File: src/rtl/mmcm_ps_pkg.sv
// Shared definitions for the MMCM fine-phase-shift initiator.
package mmcm_ps_pkg;

  typedef enum logic [2:0] {
    IDLE  = 3'd0,
    PLAN  = 3'd1,
    ISSUE = 3'd2,
    WAIT  = 3'd3,
    DONE  = 3'd4
  } ps_state_t;

  // 56 fine steps per VCO period times CLKOUT divide 5
  localparam int unsigned DEF_STEPS_PER_CYCLE = 280;

  // Nominal PSCLK cycles from PSEN to PSDONE on the MMCM primitive
  localparam int unsigned PSDONE_LATENCY = 12;

endpackage

File: src/rtl/ps_wrap_dist.sv
// Modular forward distance from from_pos to to_pos on a ring of STEPS_PER_CYCLE
// positions, plus the shortest-path direction (a tie increments).
module ps_wrap_dist
  import mmcm_ps_pkg::*;
#(
  parameter int unsigned POS_W           = 16,
  parameter int unsigned STEPS_PER_CYCLE = DEF_STEPS_PER_CYCLE
) (
  input  logic [POS_W-1:0] from_pos,
  input  logic [POS_W-1:0] to_pos,
  output logic [POS_W-1:0] dist_up,
  output logic             dir_inc
);

  localparam logic [POS_W:0] STEPS_X = (POS_W+1)'(STEPS_PER_CYCLE);
  localparam logic [POS_W:0] HALF_X  = (POS_W+1)'(STEPS_PER_CYCLE / 2);

  logic [POS_W:0] diff;
  logic [POS_W:0] wrapped;

  // Borrow out of the extra bit means the raw difference went negative.
  always_comb begin
    diff    = {1'b0, to_pos} - {1'b0, from_pos};
    wrapped = diff[POS_W] ? (diff + STEPS_X) : diff;
    dist_up = wrapped[POS_W-1:0];
    dir_inc = (wrapped <= HALF_X);
  end

endmodule

File: src/rtl/mmcm_phase_stepper.sv
// Walks an MMCM's dynamic fine phase shift to an absolute target by the
// shortest modular path, one PSEN/PSDONE handshake at a time.
module mmcm_phase_stepper
  import mmcm_ps_pkg::*;
#(
  parameter int unsigned POS_W           = 16,
  parameter int unsigned STEPS_PER_CYCLE = DEF_STEPS_PER_CYCLE,
  parameter int unsigned TIMEOUT_CYC     = 64
) (
  input  logic             clk,
  input  logic             rst,
  input  logic             locked,
  input  logic             cmd_valid,
  output logic             cmd_ready,
  input  logic [POS_W-1:0] cmd_target,
  output logic             ps_en,
  output logic             ps_incdec,
  input  logic             ps_done,
  output logic [POS_W-1:0] cur_pos,
  output logic             busy,
  output logic             done_pulse,
  output logic             err_timeout,
  output logic             err_unlock,
  output logic             err_range
);

  localparam int unsigned      TMO_W    = $clog2(TIMEOUT_CYC + 1);
  localparam logic [POS_W-1:0] STEPS_P  = POS_W'(STEPS_PER_CYCLE);
  localparam logic [POS_W-1:0] LAST_POS = POS_W'(STEPS_PER_CYCLE - 1);
  localparam logic [TMO_W-1:0] TMO_LAST = TMO_W'(TIMEOUT_CYC - 1);

  ps_state_t        state;
  ps_state_t        next_state;
  logic [POS_W-1:0] target_q;
  logic [POS_W-1:0] plan_dist;
  logic [POS_W-1:0] step_pos;
  logic             plan_inc;
  logic             dir_inc_q;
  logic             target_bad;
  logic             at_target;
  logic             tmo_hit;
  logic             accept;
  logic [TMO_W-1:0] tmo_cnt;

  ps_wrap_dist #(
    .POS_W           (POS_W),
    .STEPS_PER_CYCLE (STEPS_PER_CYCLE)
  ) u_dist (
    .from_pos (cur_pos),
    .to_pos   (target_q),
    .dist_up  (plan_dist),
    .dir_inc  (plan_inc)
  );

  always_comb begin
    if (dir_inc_q) begin
      step_pos = (cur_pos == LAST_POS) ? '0 : cur_pos + POS_W'(1);
    end else begin
      step_pos = (cur_pos == '0) ? LAST_POS : cur_pos - POS_W'(1);
    end
  end

  assign target_bad = (target_q >= STEPS_P);
  assign at_target  = (step_pos == target_q);
  assign tmo_hit    = (tmo_cnt == TMO_LAST);

  // Gated by rst so every output reads 0 while reset is held.
  assign cmd_ready = (state == IDLE) && locked && !rst;
  assign accept    = cmd_valid && cmd_ready;
  assign busy      = (state != IDLE);

  always_comb begin
    next_state = state;
    ps_en      = 1'b0;
    ps_incdec  = 1'b0;
    done_pulse = 1'b0;
    if (!locked) begin
      next_state = IDLE;
    end else begin
      case (state)
        IDLE: begin
          if (accept) next_state = PLAN;
        end
        PLAN: begin
          if (target_bad)             next_state = IDLE;
          else if (plan_dist == '0)   next_state = DONE;
          else                        next_state = ISSUE;
        end
        ISSUE: begin
          ps_en      = 1'b1;
          ps_incdec  = dir_inc_q;
          next_state = WAIT;
        end
        WAIT: begin
          if (ps_done)      next_state = at_target ? DONE : ISSUE;
          else if (tmo_hit) next_state = IDLE;
        end
        DONE: begin
          done_pulse = 1'b1;
          next_state = IDLE;
        end
        default: next_state = IDLE;
      endcase
    end
  end

  always_ff @(posedge clk or posedge rst) begin
    if (rst) begin
      state       <= IDLE;
      cur_pos     <= '0;
      target_q    <= '0;
      dir_inc_q   <= 1'b0;
      tmo_cnt     <= '0;
      err_timeout <= 1'b0;
      err_unlock  <= 1'b0;
      err_range   <= 1'b0;
    end else begin
      state <= next_state;
      if (!locked) begin
        // An MMCM reset throws away any accumulated dynamic shift.
        cur_pos <= '0;
        if (state != IDLE) err_unlock <= 1'b1;
      end else begin
        case (state)
          IDLE: begin
            if (accept) begin
              target_q    <= cmd_target;
              err_timeout <= 1'b0;
              err_unlock  <= 1'b0;
              err_range   <= 1'b0;
            end
          end
          PLAN: begin
            if (target_bad) err_range <= 1'b1;
            else            dir_inc_q <= plan_inc;
          end
          ISSUE: begin
            tmo_cnt <= '0;
          end
          WAIT: begin
            if (ps_done)      cur_pos     <= step_pos;
            else if (tmo_hit) err_timeout <= 1'b1;
            else              tmo_cnt     <= tmo_cnt + TMO_W'(1);
          end
          default: ;
        endcase
      end
    end
  end

endmodule
File: config.mk
export PLATFORM = sky130hd
export DESIGN_NAME = mmcm_phase_stepper
export DESIGN_NICKNAME = d
export VERILOG_FILES = /design/src/rtl/mmcm_ps_pkg.sv /design/src/rtl/ps_wrap_dist.sv /design/src/rtl/mmcm_phase_stepper.sv
export SDC_FILE = /design/constraint.sdc
export NUM_CORES = 1
export LEC_CHECK = 0
export CAP_MARGIN = 5
export CORE_AREA = 2 2 91 137
export DETAILED_ROUTE_END_ITERATION = 10
export DIE_AREA = 0 0 93 139
export HOLD_SLACK_MARGIN = 0.08
export PLACE_DENSITY_LB_ADDON = 0.12
export SYNTH_ARGS = -nofsm -noshare
export SYNTH_HDL_FRONTEND = slang
export SYNTH_HIERARCHICAL = 1
export SYNTH_SLANG_ARGS = --single-unit
File: constraint.sdc
create_clock -name clk -period 4.4 [get_ports clk]
set_input_delay 0.88 -clock clk [delete_from_list [all_inputs] [get_ports clk]]
set_output_delay 0.88 -clock clk [all_outputs]
set_load 0.05 [all_outputs]
==> results summary <==
The critical path launch point type is a register. The headroom to the max-slew limit came out at 25.97%. At the end of the flow the core is filled with cells to 46.11%. The flip-flop cell with the highest count after synthesis is dfrtp_1.

The summed area of non-filler cells in the final layout came out at 0.005428 mm2. The flow ran to the end, and the final reports show no timing, DRC or antenna violations. Global routing used 24.42% of the available tracks across all layers.

The count of antenna-violating nets left after detailed routing is 0. Counting flops and latches in the post-synthesis netlist gives 46. The combinational group share of total power is 56.5%. The total overflow left after global routing is 0. The share of total power dissipated in sequential elements is 24.5%.

The number of top-level pins came out at 45. The clock transition time at the flip-flop clock pins of the worst setup and hold paths is 0.07 ns. By area the synthesized netlist is led by dfrtp_1, nand2_1, xnor2_1, ha_1, nor2_1. The post-route netlist has 10.11% of its cells at a drive strength greater than 1. The clock period could shrink to 4.058 ns. The number of violations of the max-capacitance limit came out at 0. The width of the die came out at 93 um. The minimum setup slack after placement is 0.2490 ns. The total nets after synthesis came out at 632. The clock group share of total power came out at 19.0%. Setup repair after global routing left no endpoint under its margin. The class of the tightest hold or removal check is reg2reg. The TritonCTS clock tree is done.

For this run, design rule violations remaining after detail routing come to 0. Timing would allow up to 0.2464 GHz. The worst-case setup margin in the final layout came out at 0.3421 ns. The critical path is of the reg2reg type. The top-area cell type share of the netlist area is 25.00%. The async set-reset flop share out of synthesis came out at 100.0%.

The total of warnings raised by yosys is 6. Routability-driven placement finished with a final weighted congestion of 0.9118. The required time of the worst setup path came out at 4.63 ns.

The max-slew violation count is 0. The worst voltage drop across the vdd grid came out at 204.8 uV. The net total in the final layout is 674. The number of cells on the worst hold path came out at 1. Buffers added to address setup during post-CTS repair amount to 0.

The static leakage came out at 2.167 nW. For flop-to-flop paths, the worst setup slack is 0.34 ns. The internal portion of the total power is 1.178 mW.

For this block, the initial DRC count from the detailed router was 274. The wire-length estimate of the detail-placed layout is 11,700 um. The H-tree depth came out at 2. The first global-routing pass estimated 24,870 um of wire. The starting density of the core is 39.12%. The launch point of the worst reg-to-reg path is target_q[0]$_DFFE_PP0P_. The startpoint identified for the worst hold timing path is tmo_cnt[5]$_DFFE_PP0P_. The insertion delay of the later-clocked pin in the worst-skew pair came out at 0.30 ns. The maximum fanout count along the critical path is 5. The endpoint of the most critical register-to-register path is state[2]$_DFFE_PP0P_. At the pin with the least slew margin, the transition time is 1.109 ns. The cell count after synthesis is 590. The clock sink total is 46.

The final layout contains routed wiring with a total length of 15,450 um. The share of synthesized area occupied by flip-flops and latches came out at 25.00%. The netlist area before placement is 0.004604 mm2.

After detailed routing, the average wire length per cell comes to 19.65 um. The final cycle utilization of the critical path came out at 92.23%. The number of global-route vias before repair came out at 4,792.

The post-synthesis average cell area is 7.804 um2. The number of hold-slack violations in the final timing report is 0. The power density normalized to cell area came out at 394.8 mW/mm2. Using the TritonRoute via totals, the vias-per-cell ratio works out to 5.911. The full die area came out at 0.01293 mm2. Relative to the synthesized area, the layout overhead comes to 17.88%. For this design the total switching power over the nets is 0.9648 mW. The number of antenna violations at the first check in global routing is 0.

Entering global routing, the biggest net connects 47 pins. The sort of element at the end of the critical path is a register. The total placed instance area came out at 0.005255 mm2. The site row count is 49. The count of final setup violators is 0. The fraction of power spent switching nets is 45.03%. The endpoint arrival time on the critical path is 4.29 ns. The clock arrives with 0.003254 ns of skew. The netlist uses 84 different library cells. The cell sitting at the root of the clock tree is a clkbuf_16. The routed via count came out at 4,646. The floorplan step set the die height to 139 um. The pre-antenna-repair detailed-routing pass consisted of 4 iterations. The number of enable flip-flop cells after synthesis is 0. The port buffer count came out at 44.

The region available for standard cell placement spans 0.01177 mm2. The maximum root-to-sink buffer count came out at 2. The endpoint of the worst hold path is tmo_cnt[5]$_DFFE_PP0P_.

The final-layout setup total negative slack came out at 0 ns. The number of clock buffers inserted by TritonCTS came out at 5. The number of cells on the worst reg-to-reg path came out at 19. The total inserted antenna cells came out at 0. The synthesized design spends more area on one cell type than any other, namely dfrtp_1.
-- metal layers --
metal  track usage (%)  part of all wire, %  up-vias
met5                 0                    0        -
met4             9.365                  2.9        0
met3             2.772                  4.1       27
met2             45.42                   54      142
met1             27.94                   39     2238
li1                  -                    -     2239
-- layout make-up --
type | count | area (um2)
fillers | 1230 | 6344
well taps | 153 | 191.4
clock inverters | 1 | 5.005
repair buffers | 66 | 598.1
clock buffers | 7 | 142.6
inverters | 33 | 123.9
multi-input cells | 480 | 3216
flip-flops and latches | 46 | 1151
-- timing repair --
item | CTS | global route
gates resized for setup | 0 | 4
setup endpoints to repair | 0 | 2
hold buffers | 0 | 0
hold endpoints to repair | 0 | 0
-- registers in the layout, indices dropped and copies added, names as in the netlist --
register and cells:
state 3, err_timeout 1, cur_pos 16, dir_inc_q 1
tmo_cnt 7, err_range 1, err_unlock 1, target_q 16
-- cells in the mapped netlist, drive strengths merged (3+ instances only) --
library cell,instances
nand2,91
dfrtp,46
nor2,46
a21oi,35
o21ai,35
inv,32
xnor2,31
clkbuf,24
ha,20
nand3,19
nor4,18
nor3,13
and3,10
nand4,10
xor2,10
nor2b,9
nand2b,8
buf,7
or3,7
a211oi,6
a21o,6
mux2i,6
o211ai,6
o31ai,5
a221oi,4
a22oi,4
a31oi,4
and2,4
and4,4
nor3b,4
o21bai,4
o41ai,4
or4,4
a22o,3
a311oi,3
a31o,3
o21a,3
o31a,3
-- cells by family (layout without fill, tap and decap cells) --
| group | after synthesis | after routing | synth area share, % |
|---|---|---|---|
| multiplexers | 6 | 6 | 1.304 |
| AND/OR/NAND/NOR | 257 | 257 | 28.97 |
| AO/OA/AOI/OAI | 155 | 155 | 24.78 |
| XOR/XNOR | 41 | 41 | 8.370 |
| adder cells (fa/ha/maj) | 21 | 21 | 5.870 |
| flip-flops | 46 | 46 | 25.00 |
| buffers and inverters | 64 | 107 | 5.706 |
-- per-stage QoR --
stage	hold slack, ns	cells	power (mW)
after detailed placement	0.4677	778	1.688
after global placement	0.4674	778	1.671
final	0.4878	786	2.143
after floorplan	0.4460	590	1.406
after CTS	0.4825	786	2.107
after global routing	0.5022	786	2.278
-- placed cells by master (no fill, tap or decap), drive strengths merged, types with 4 or more instances in the layout --
cell type,n
dfrtp,46
xor2,10
nand2,91
and2,4
o31ai,5
nand4,10
xnor2,31
and4,4
a221oi,4
a31oi,4
a211oi,6
nor2b,9
o211ai,6
and3,10
clkbuf,7
a22oi,4
a21o,6
o21ai,35
inv,32
nor4,18
nor3b,4
or4,4
clkdlybuf4s50,41
nor2,46
or3,7
a21oi,35
mux2i,6
nor3,13
nand2b,8
nand3,19
o41ai,4
ha,20
buf,25
o21bai,4
-- power groups by stage --
stage | logic [mW] | registers [mW] | clock network [mW]
global placement | 1.14 | 0.532 | 0
floorplan | 0.877 | 0.529 | 0
detailed placement | 1.15 | 0.533 | 0
global route | 1.32 | 0.532 | 0.427
finish | 1.21 | 0.525 | 0.408
CTS | 1.16 | 0.525 | 0.418
-- worst max-delay path: stages, from the launching register on --
cell and delay [ns]:
dfrtp_1 0.43, inv_1 0.08, ha_1 0.15, inv_1 0.05
fa_1 0.41, a211oi_2 0.33, nor2_1 0.11, xnor2_1 0.20
ha_2 0.29, o41ai_4 0.44, and3_1 0.22, and2_1 0.15
xnor2_1 0.15, inv_1 0.06, nor4_1 0.28, nand4_1 0.16
nor3b_1 0.21, nand2_1 0.07, o21ai_1 0.06, and3_1 0.16
-- worst max path at each step --
stage / to / start / slack [ns]
after floorplan: state[2]$_DFFE_PP0P_ / cur_pos[1]$_DFFE_PP0P_ / 0.34
after global placement: state[2]$_DFFE_PP0P_ / target_q[0]$_DFFE_PP0P_ / 0.39
after CTS: state[2]$_DFFE_PP0P_ / target_q[0]$_DFFE_PP0P_ / 0.23
after global routing: state[2]$_DFFE_PP0P_ / target_q[0]$_DFFE_PP0P_ / 0.05
after detailed placement: state[2]$_DFFE_PP0P_ / target_q[0]$_DFFE_PP0P_ / 0.25
final: state[2]$_DFFE_PP0P_ / target_q[0]$_DFFE_PP0P_ / 0.34
Note: power is estimated with default switching activity, not from simulation.
